**src/rtl/threshold_alarm_monitor_if.sv**
```systemverilog
// rtl/threshold_alarm_monitor_if.sv - sample stream, thresholds and status bundle for threshold_alarm_monitor
interface threshold_alarm_monitor_if #(
  parameter int N  = 8,
  parameter int CW = 8
);
  logic          clr;
  logic          in_valid;
  logic [N-1:0]  sample;
  logic [N-1:0]  thr_hi;
  logic [N-1:0]  thr_lo;
  logic          alarm;
  logic          alarm_rise;
  logic          alarm_fall;
  logic [N-1:0]  max_val;
  logic [N-1:0]  min_val;
  logic          stats_valid;
  logic [CW-1:0] event_cnt;

  modport master (
    output clr, in_valid, sample, thr_hi, thr_lo,
    input  alarm, alarm_rise, alarm_fall, max_val, min_val, stats_valid, event_cnt
  );

  modport slave (
    input  clr, in_valid, sample, thr_hi, thr_lo,
    output alarm, alarm_rise, alarm_fall, max_val, min_val, stats_valid, event_cnt
  );
endinterface

```
**src/rtl/threshold_alarm_monitor.sv**
```systemverilog
// rtl/threshold_alarm_monitor.sv - debounced hysteresis alarm with edge pulses, running min/max and event count
module threshold_alarm_monitor #(
  parameter int N   = 8,
  parameter int DEB = 4,
  parameter int CW  = 8
) (
  input  logic                      clk,
  input  logic                      rst_n,
  threshold_alarm_monitor_if.slave  bus
);
  localparam int             CNTW    = $clog2(DEB + 1);
  localparam logic [CNTW-1:0] DEB_C  = CNTW'(DEB);
  localparam logic [CNTW-1:0] ONE_C  = CNTW'(1);
  localparam logic [CW-1:0]   EVT_MAX = '1;

  typedef enum logic [1:0] {NORMAL, ARMING, ALARM, RELEASING} state_t;

  state_t          state;
  logic [CNTW-1:0] cnt;
  logic [CNTW-1:0] cnt_inc;
  logic            above;
  logic            below;
  logic            rise_evt;
  logic            fall_evt;

  // Equality never qualifies, so strict compares on both thresholds.
  always_comb begin
    above    = bus.sample > bus.thr_hi;
    below    = bus.sample < bus.thr_lo;
    cnt_inc  = cnt + ONE_C;
    rise_evt = 1'b0;
    fall_evt = 1'b0;
    if (bus.in_valid) begin
      case (state)
        NORMAL:    rise_evt = above && (DEB == 1);
        ARMING:    rise_evt = above && (cnt_inc == DEB_C);
        ALARM:     fall_evt = below && (DEB == 1);
        RELEASING: fall_evt = below && (cnt_inc == DEB_C);
        default:   ;
      endcase
    end
  end

  always_ff @(posedge clk) begin
    if (!rst_n) begin
      state          <= NORMAL;
      cnt            <= '0;
      bus.alarm      <= 1'b0;
      bus.alarm_rise <= 1'b0;
      bus.alarm_fall <= 1'b0;
    end else begin
      bus.alarm_rise <= rise_evt;
      bus.alarm_fall <= fall_evt;
      if (rise_evt) begin
        state     <= ALARM;
        cnt       <= '0;
        bus.alarm <= 1'b1;
      end else if (fall_evt) begin
        state     <= NORMAL;
        cnt       <= '0;
        bus.alarm <= 1'b0;
      end else if (bus.in_valid) begin
        case (state)
          NORMAL: begin
            if (above) begin
              state <= ARMING;
              cnt   <= ONE_C;
            end
          end
          ARMING: begin
            if (above) begin
              cnt <= cnt_inc;
            end else begin
              state <= NORMAL;
              cnt   <= '0;
            end
          end
          ALARM: begin
            if (below) begin
              state <= RELEASING;
              cnt   <= ONE_C;
            end
          end
          RELEASING: begin
            if (below) begin
              cnt <= cnt_inc;
            end else begin
              state <= ALARM;
              cnt   <= '0;
            end
          end
          default: begin
            state <= NORMAL;
            cnt   <= '0;
          end
        endcase
      end
    end
  end

  // A clr alongside an accepted sample restarts the stats from that sample.
  always_ff @(posedge clk) begin
    if (!rst_n) begin
      bus.max_val     <= '0;
      bus.min_val     <= '1;
      bus.stats_valid <= 1'b0;
    end else if (bus.in_valid) begin
      bus.stats_valid <= 1'b1;
      if (!bus.stats_valid || bus.clr) begin
        bus.max_val <= bus.sample;
        bus.min_val <= bus.sample;
      end else begin
        if (bus.sample > bus.max_val) bus.max_val <= bus.sample;
        if (bus.sample < bus.min_val) bus.min_val <= bus.sample;
      end
    end else if (bus.clr) begin
      bus.max_val     <= '0;
      bus.min_val     <= '1;
      bus.stats_valid <= 1'b0;
    end
  end

  always_ff @(posedge clk) begin
    if (!rst_n) begin
      bus.event_cnt <= '0;
    end else if (bus.clr) begin
      bus.event_cnt <= rise_evt ? CW'(1) : '0;
    end else if (rise_evt && (bus.event_cnt != EVT_MAX)) begin
      bus.event_cnt <= bus.event_cnt + CW'(1);
    end
  end
endmodule

```
**src/flat_wrapper.sv**
```systemverilog
// flat-port wrapper written by rule: the top's interface ports become plain ports
module threshold_alarm_monitor_flat 
#(
  parameter int N   = 8,
  parameter int DEB = 4,
  parameter int CW  = 8
)
  (clk, rst_n, bus_clr, bus_in_valid, bus_sample, bus_thr_hi, bus_thr_lo, bus_alarm, bus_alarm_rise, bus_alarm_fall, bus_max_val, bus_min_val, bus_stats_valid, bus_event_cnt);
  threshold_alarm_monitor_if #(.N(N), .CW(CW)) bus_i ();
  input  logic clk;
  input  logic rst_n;
  input wire logic [$bits(bus_i.clr)-1:0] bus_clr;
  input wire logic [$bits(bus_i.in_valid)-1:0] bus_in_valid;
  input wire logic [$bits(bus_i.sample)-1:0] bus_sample;
  input wire logic [$bits(bus_i.thr_hi)-1:0] bus_thr_hi;
  input wire logic [$bits(bus_i.thr_lo)-1:0] bus_thr_lo;
  output wire logic [$bits(bus_i.alarm)-1:0] bus_alarm;
  output wire logic [$bits(bus_i.alarm_rise)-1:0] bus_alarm_rise;
  output wire logic [$bits(bus_i.alarm_fall)-1:0] bus_alarm_fall;
  output wire logic [$bits(bus_i.max_val)-1:0] bus_max_val;
  output wire logic [$bits(bus_i.min_val)-1:0] bus_min_val;
  output wire logic [$bits(bus_i.stats_valid)-1:0] bus_stats_valid;
  output wire logic [$bits(bus_i.event_cnt)-1:0] bus_event_cnt;
  assign bus_i.clr = bus_clr;
  assign bus_i.in_valid = bus_in_valid;
  assign bus_i.sample = bus_sample;
  assign bus_i.thr_hi = bus_thr_hi;
  assign bus_i.thr_lo = bus_thr_lo;
  assign bus_alarm = bus_i.alarm;
  assign bus_alarm_rise = bus_i.alarm_rise;
  assign bus_alarm_fall = bus_i.alarm_fall;
  assign bus_max_val = bus_i.max_val;
  assign bus_min_val = bus_i.min_val;
  assign bus_stats_valid = bus_i.stats_valid;
  assign bus_event_cnt = bus_i.event_cnt;
  threshold_alarm_monitor #(.N(N), .DEB(DEB), .CW(CW)) u_core (.clk(clk), .rst_n(rst_n), .bus(bus_i));
endmodule
```
**config.mk**
```make
export PLATFORM = sky130hd
export DESIGN_NAME = threshold_alarm_monitor_flat
export DESIGN_NICKNAME = d
export VERILOG_FILES = /design/src/rtl/threshold_alarm_monitor_if.sv /design/src/rtl/threshold_alarm_monitor.sv /design/src/flat_wrapper.sv
export SDC_FILE = /design/constraint.sdc
export NUM_CORES = 1
export LEC_CHECK = 0
export BUFFER_PORTS_ARGS = -buffer_cell sky130_fd_sc_hd__buf_2
export CAP_MARGIN = 40
export CORE_MARGIN = 5
export CORE_UTILIZATION = 30
export CTS_CLUSTER_SIZE = 14
export DETAILED_ROUTE_END_ITERATION = 8
export GPL_ROUTABILITY_DRIVEN = 0
export SETUP_SLACK_MARGIN = 0.1
export SYNTH_ARGS = -nofsm -noshare
export SYNTH_HDL_FRONTEND = slang
export SYNTH_SLANG_ARGS = --single-unit
```
**constraint.sdc**
```tcl
create_clock -name clk -period 2.36 [get_ports clk]
set_clock_uncertainty 0.1 [all_clocks]
set_input_delay 0.236 -clock clk [delete_from_list [all_inputs] [get_ports clk]]
set_output_delay 0.236 -clock clk [all_outputs]
set_load 0.005 [all_outputs]
```
==> flow_metrics.py <==
metrics = {
    "synth": {
        "postSynthAreaPerCell_um2": 8.58,
        "synth_fp_nets": 306,
        "yosys.cell_types.count": 42,
        "netlist_top_cells_count": "sky130_fd_sc_hd__inv_1, sky130_fd_sc_hd__dfxtp_1, sky130_fd_sc_hd__ha_1",
        "post_synth_instance_area_um2": 2100,
        "ys_seq_area_share_pct": 31.4,
        "ys.warnings.count": 0,
        "postSynthRegisterBits": 33,
        "asyncSetResetFlopFracSynth_pct": 0,
        "netlist_instances": 245,
        "synth.area.top_cells": "sky130_fd_sc_hd__dfxtp_1, sky130_fd_sc_hd__ha_1, sky130_fd_sc_hd__inv_1, sky130_fd_sc_hd__nor2_1, sky130_fd_sc_hd__a2bb2oi_1",
        "synth_area_leader_cell": "sky130_fd_sc_hd__dfxtp_1",
        "yosysTopAreaCellShare_pct": 31.4,
        "most_instantiated_library_cell_after_synthesis": "sky130_fd_sc_hd__inv_1",
        "edff_count_synth": 0,
        "synthFlopType": "sky130_fd_sc_hd__dfxtp_1",
    },
    "routing": {
        "detailedRoute.firstIterationViolations": 40,
        "post_detailed_route_wirelength_per_cell_um": 13.0,
        "vias_per_cell": 4.85,
        "routed_wirelength_um": 5360,
        "antenna_violating_nets_remaining": 0,
        "drt_drc_violations_left": 0,
        "num_vias": 1992,
        "drt_pass1_iterations": 4,
    },
    "final_layout": {
        "areaGrowthSynthToFinish_pct": 27.7,
        "drive_gt1_share_pct": 25.1,
        "postLayoutCellArea_um2": 2690,
        "antenna-diode-count": 0,
        "nets": 375,
    },
    "clocking": {
        "htree_levels": 2,
        "clkSinkCount": 33,
        "clkTransAtPathRegs_ns": 0.07,
        "hold_buffers": 0,
        "cts-root-to-sink-buffers": 2,
        "clock_insertion_delay_worst_skew_ns": 0.29,
        "tritoncts.num_buffers": 5,
        "cts-resized-gates": 0,
        "cts_tree": "built",
        "clock_tree.root_cell": "sky130_fd_sc_hd__clkbuf_8",
        "post-cts-setup-buffer-count": 0,
    },
    "critical_path": {
        "critPathRequiredTime_ns": 2.44,
        "kind_of_start_point_of_the_critical_path": "flop",
        "cp_max_fo": 8,
        "critical_path_arrival_ns": 2.20,
        "timing.critical_path.buf_inv": 1,
        "category_of_the_most_critical_setup_path": "flop to flop",
        "crit_path_cell_trace": "inv_1 > ha_1 > nor2b_1 > o21a_1 > o21ai_1 > a211o_1 > a41o_1 > a22o_1",
        "critical_path.endpoint_type": "flop",
        "cpLargestDelayFamily": "compound AO/OA/AOI/OAI gates",
        "critical_path.slowest_cell": "sky130_fd_sc_hd__dfxtp_1",
        "timing.critical_path.slowest_cell_delay_ns": 0.34,
    },
    "pwr": {
        "clock_power_share_pct": 39.9,
        "seq_power_share_pct": 42.2,
        "power.switching_fraction_pct": 25.8,
        "total_switching_power_w": 0.000362,
        "internal_power_w": 0.00104,
        "comb_power_share_pct": 17.9,
        "power.static_leakage_nw": 1.32,
        "max-vdd-ir-drop_uv": 229,
        "powerDensity_nw_per_um2": 522,
    },
    "floorplan": {
        "rows": 30,
        "design.die.area_um2": 8790,
        "floorplan.die.width_um": 93.7,
        "coreArea_um2": 6790,
        "ioPinCount": 56,
        "die_h_um": 93.7,
        "initial_utilization_pct": 31.0,
    },
    "timing": {
        "finalSetupViolations": 0,
        "summed_negative_setup_slack_over_all_endpoints_ns": 0,
        "final.period_utilization_pct": 89.7,
        "worstMarginPinSlew_ns": 0.301,
        "max_freq_mhz": 472,
        "final-max-slew-violation-count": 0,
        "layout_min_cycle_time_ns": 2.12,
        "grt_setup_unrepaired": "no",
        "final_number_of_hold_violating_endpoints": 0,
        "timing.max_slew.rel_slack_pct": 79.4,
    },
    "grt": {
        "grt_max_degree": 16,
        "grt_pass1_vias": 2012,
        "grt_usage_pct": 12.8,
        "remaining_global_route_overflow": 0,
        "antenna_found_initial": 0,
        "grt_first_pass_wirelength_um": 9070,
    },
    "placement": {
        "port_buffers": 55,
        "dpl-instance-area_um2": 2570,
        "hpwl_um": 4260,
    },
    "flow_run": {
        "cap_violations": 0,
    },
    "worst_hold_path": {
        "path_class_of_the_lowest_slack_min_delay_path": "primary input to flop",
    },
    "run_status": {
        "outcome": "finished, final reports clean",
    },
}
-- power groups by stage --
| stage | logic [W] | clock network (W) | registers (W) |
|---|---|---|---|
| after detailed placement | 0.000252 | 0 | 0.000604 |
| after global routing | 0.000287 | 0.000590 | 0.000594 |
| after floorplan | 0.000148 | 0 | 0.000603 |
| after global placement | 0.000246 | 0 | 0.000604 |
| after CTS | 0.000254 | 0.000572 | 0.000592 |
| final | 0.000252 | 0.000560 | 0.000592 |
-- sequential cells by signal, summed over array words and instances (netlist names) --
name and count:
u_core.bus.event_cnt 8, u_core.bus.max_val 8, u_core.bus.min_val 8, u_core.cnt 3, u_core.state 2, u_core.bus.alarm 1
u_core.bus.alarm_fall 1, u_core.bus.alarm_rise 1, u_core.bus.stats_valid 1
-- metrics by stage --
step | hold WS, ns | setup WS (ns) | total power, W | utilization (%) | std cells
after global routing | 0.156 | 0.105 | 0.00147 | 39.5 | 411
final | 0.150 | 0.242 | 0.00140 | 39.5 | 411
after CTS | 0.149 | 0.234 | 0.00142 | 39.5 | 411
after global placement | 0.373 | 0.0687 | 0.000850 | 37.8 | 403
after detailed placement | 0.372 | 0.0249 | 0.000856 | 37.8 | 403
after floorplan | 0.262 | 0.231 | 0.000751 | - | 245
-- layout by cell type (no fill, tap or decap), drive strengths merged, types with 2 or more instances in the layout --
cell / synthesis / layout
a2bb2oi: 9 / 9
o31ai: 2 / 2
inv: 35 / 35
nand4: 4 / 4
o21ai: 10 / 10
and4: 3 / 3
or4: 2 / 2
a41o: 2 / 2
a22o: 8 / 8
and3: 2 / 2
o211ai: 3 / 3
ha: 33 / 33
nand3: 8 / 8
nor2b: 4 / 4
dfxtp: 33 / 33
nor2: 24 / 24
a21oi: 15 / 15
a21o: 4 / 4
a2111oi: 3 / 3
o21a: 2 / 2
a31oi: 3 / 3
buf: 0 / 67
o31a: 2 / 2
or3: 4 / 4
nand2b: 6 / 6
clkbuf: 5 / 7
nand2: 7 / 7
-- routing by layer --
layer	global-route usage, %	routed length, um
met5	0	0
met4	4.21	68
met3	3.45	308
met2	20.6	2410
met1	16.5	2580
-- final timing paths --
| kind | startpoint | end | slack, ns | cells after the start |
|---|---|---|---|---|
| worst min register to register | u_core.cnt[2] | u_core.cnt[2] | 0.39 | 2 |
| worst max-delay path | u_core.bus.max_val[1] | u_core.bus.max_val[5] | 0.24 | 8 |
| worst min-delay path | rst_n | u_core.cnt[2] | 0.15 | 3 |
| worst max register to register | u_core.bus.max_val[1] | u_core.bus.max_val[5] | 0.24 | 8 |
-- cell families (layout without fill, tap and decap cells) --
logic type	after synthesis	in the layout	synth area share [%]
simple gates	68	68	17.0
compound gates	69	69	24.2
buf+inv	41	111	7.32
flops	33	33	31.4
fa+ha+maj	33	33	19.6
mux	1	1	0.476
-- area by class of cell --
cell class              instances  area [um2]
clock buffers                   7        86.3
multi-input cells             171        1290
repair buffers                 67         365
fillers                       714        4110
flip-flops and latches         33         661
clock inverters                 1        30.0
inverters                      36         135
well taps                      96         120
-- tightest hold or removal path: stages --
cell	delay, ns
sky130_fd_sc_hd__buf_2	0.14
sky130_fd_sc_hd__o21ai_0	0.08
sky130_fd_sc_hd__a31oi_1	0.04
Power figures use the tool's default switching activity.
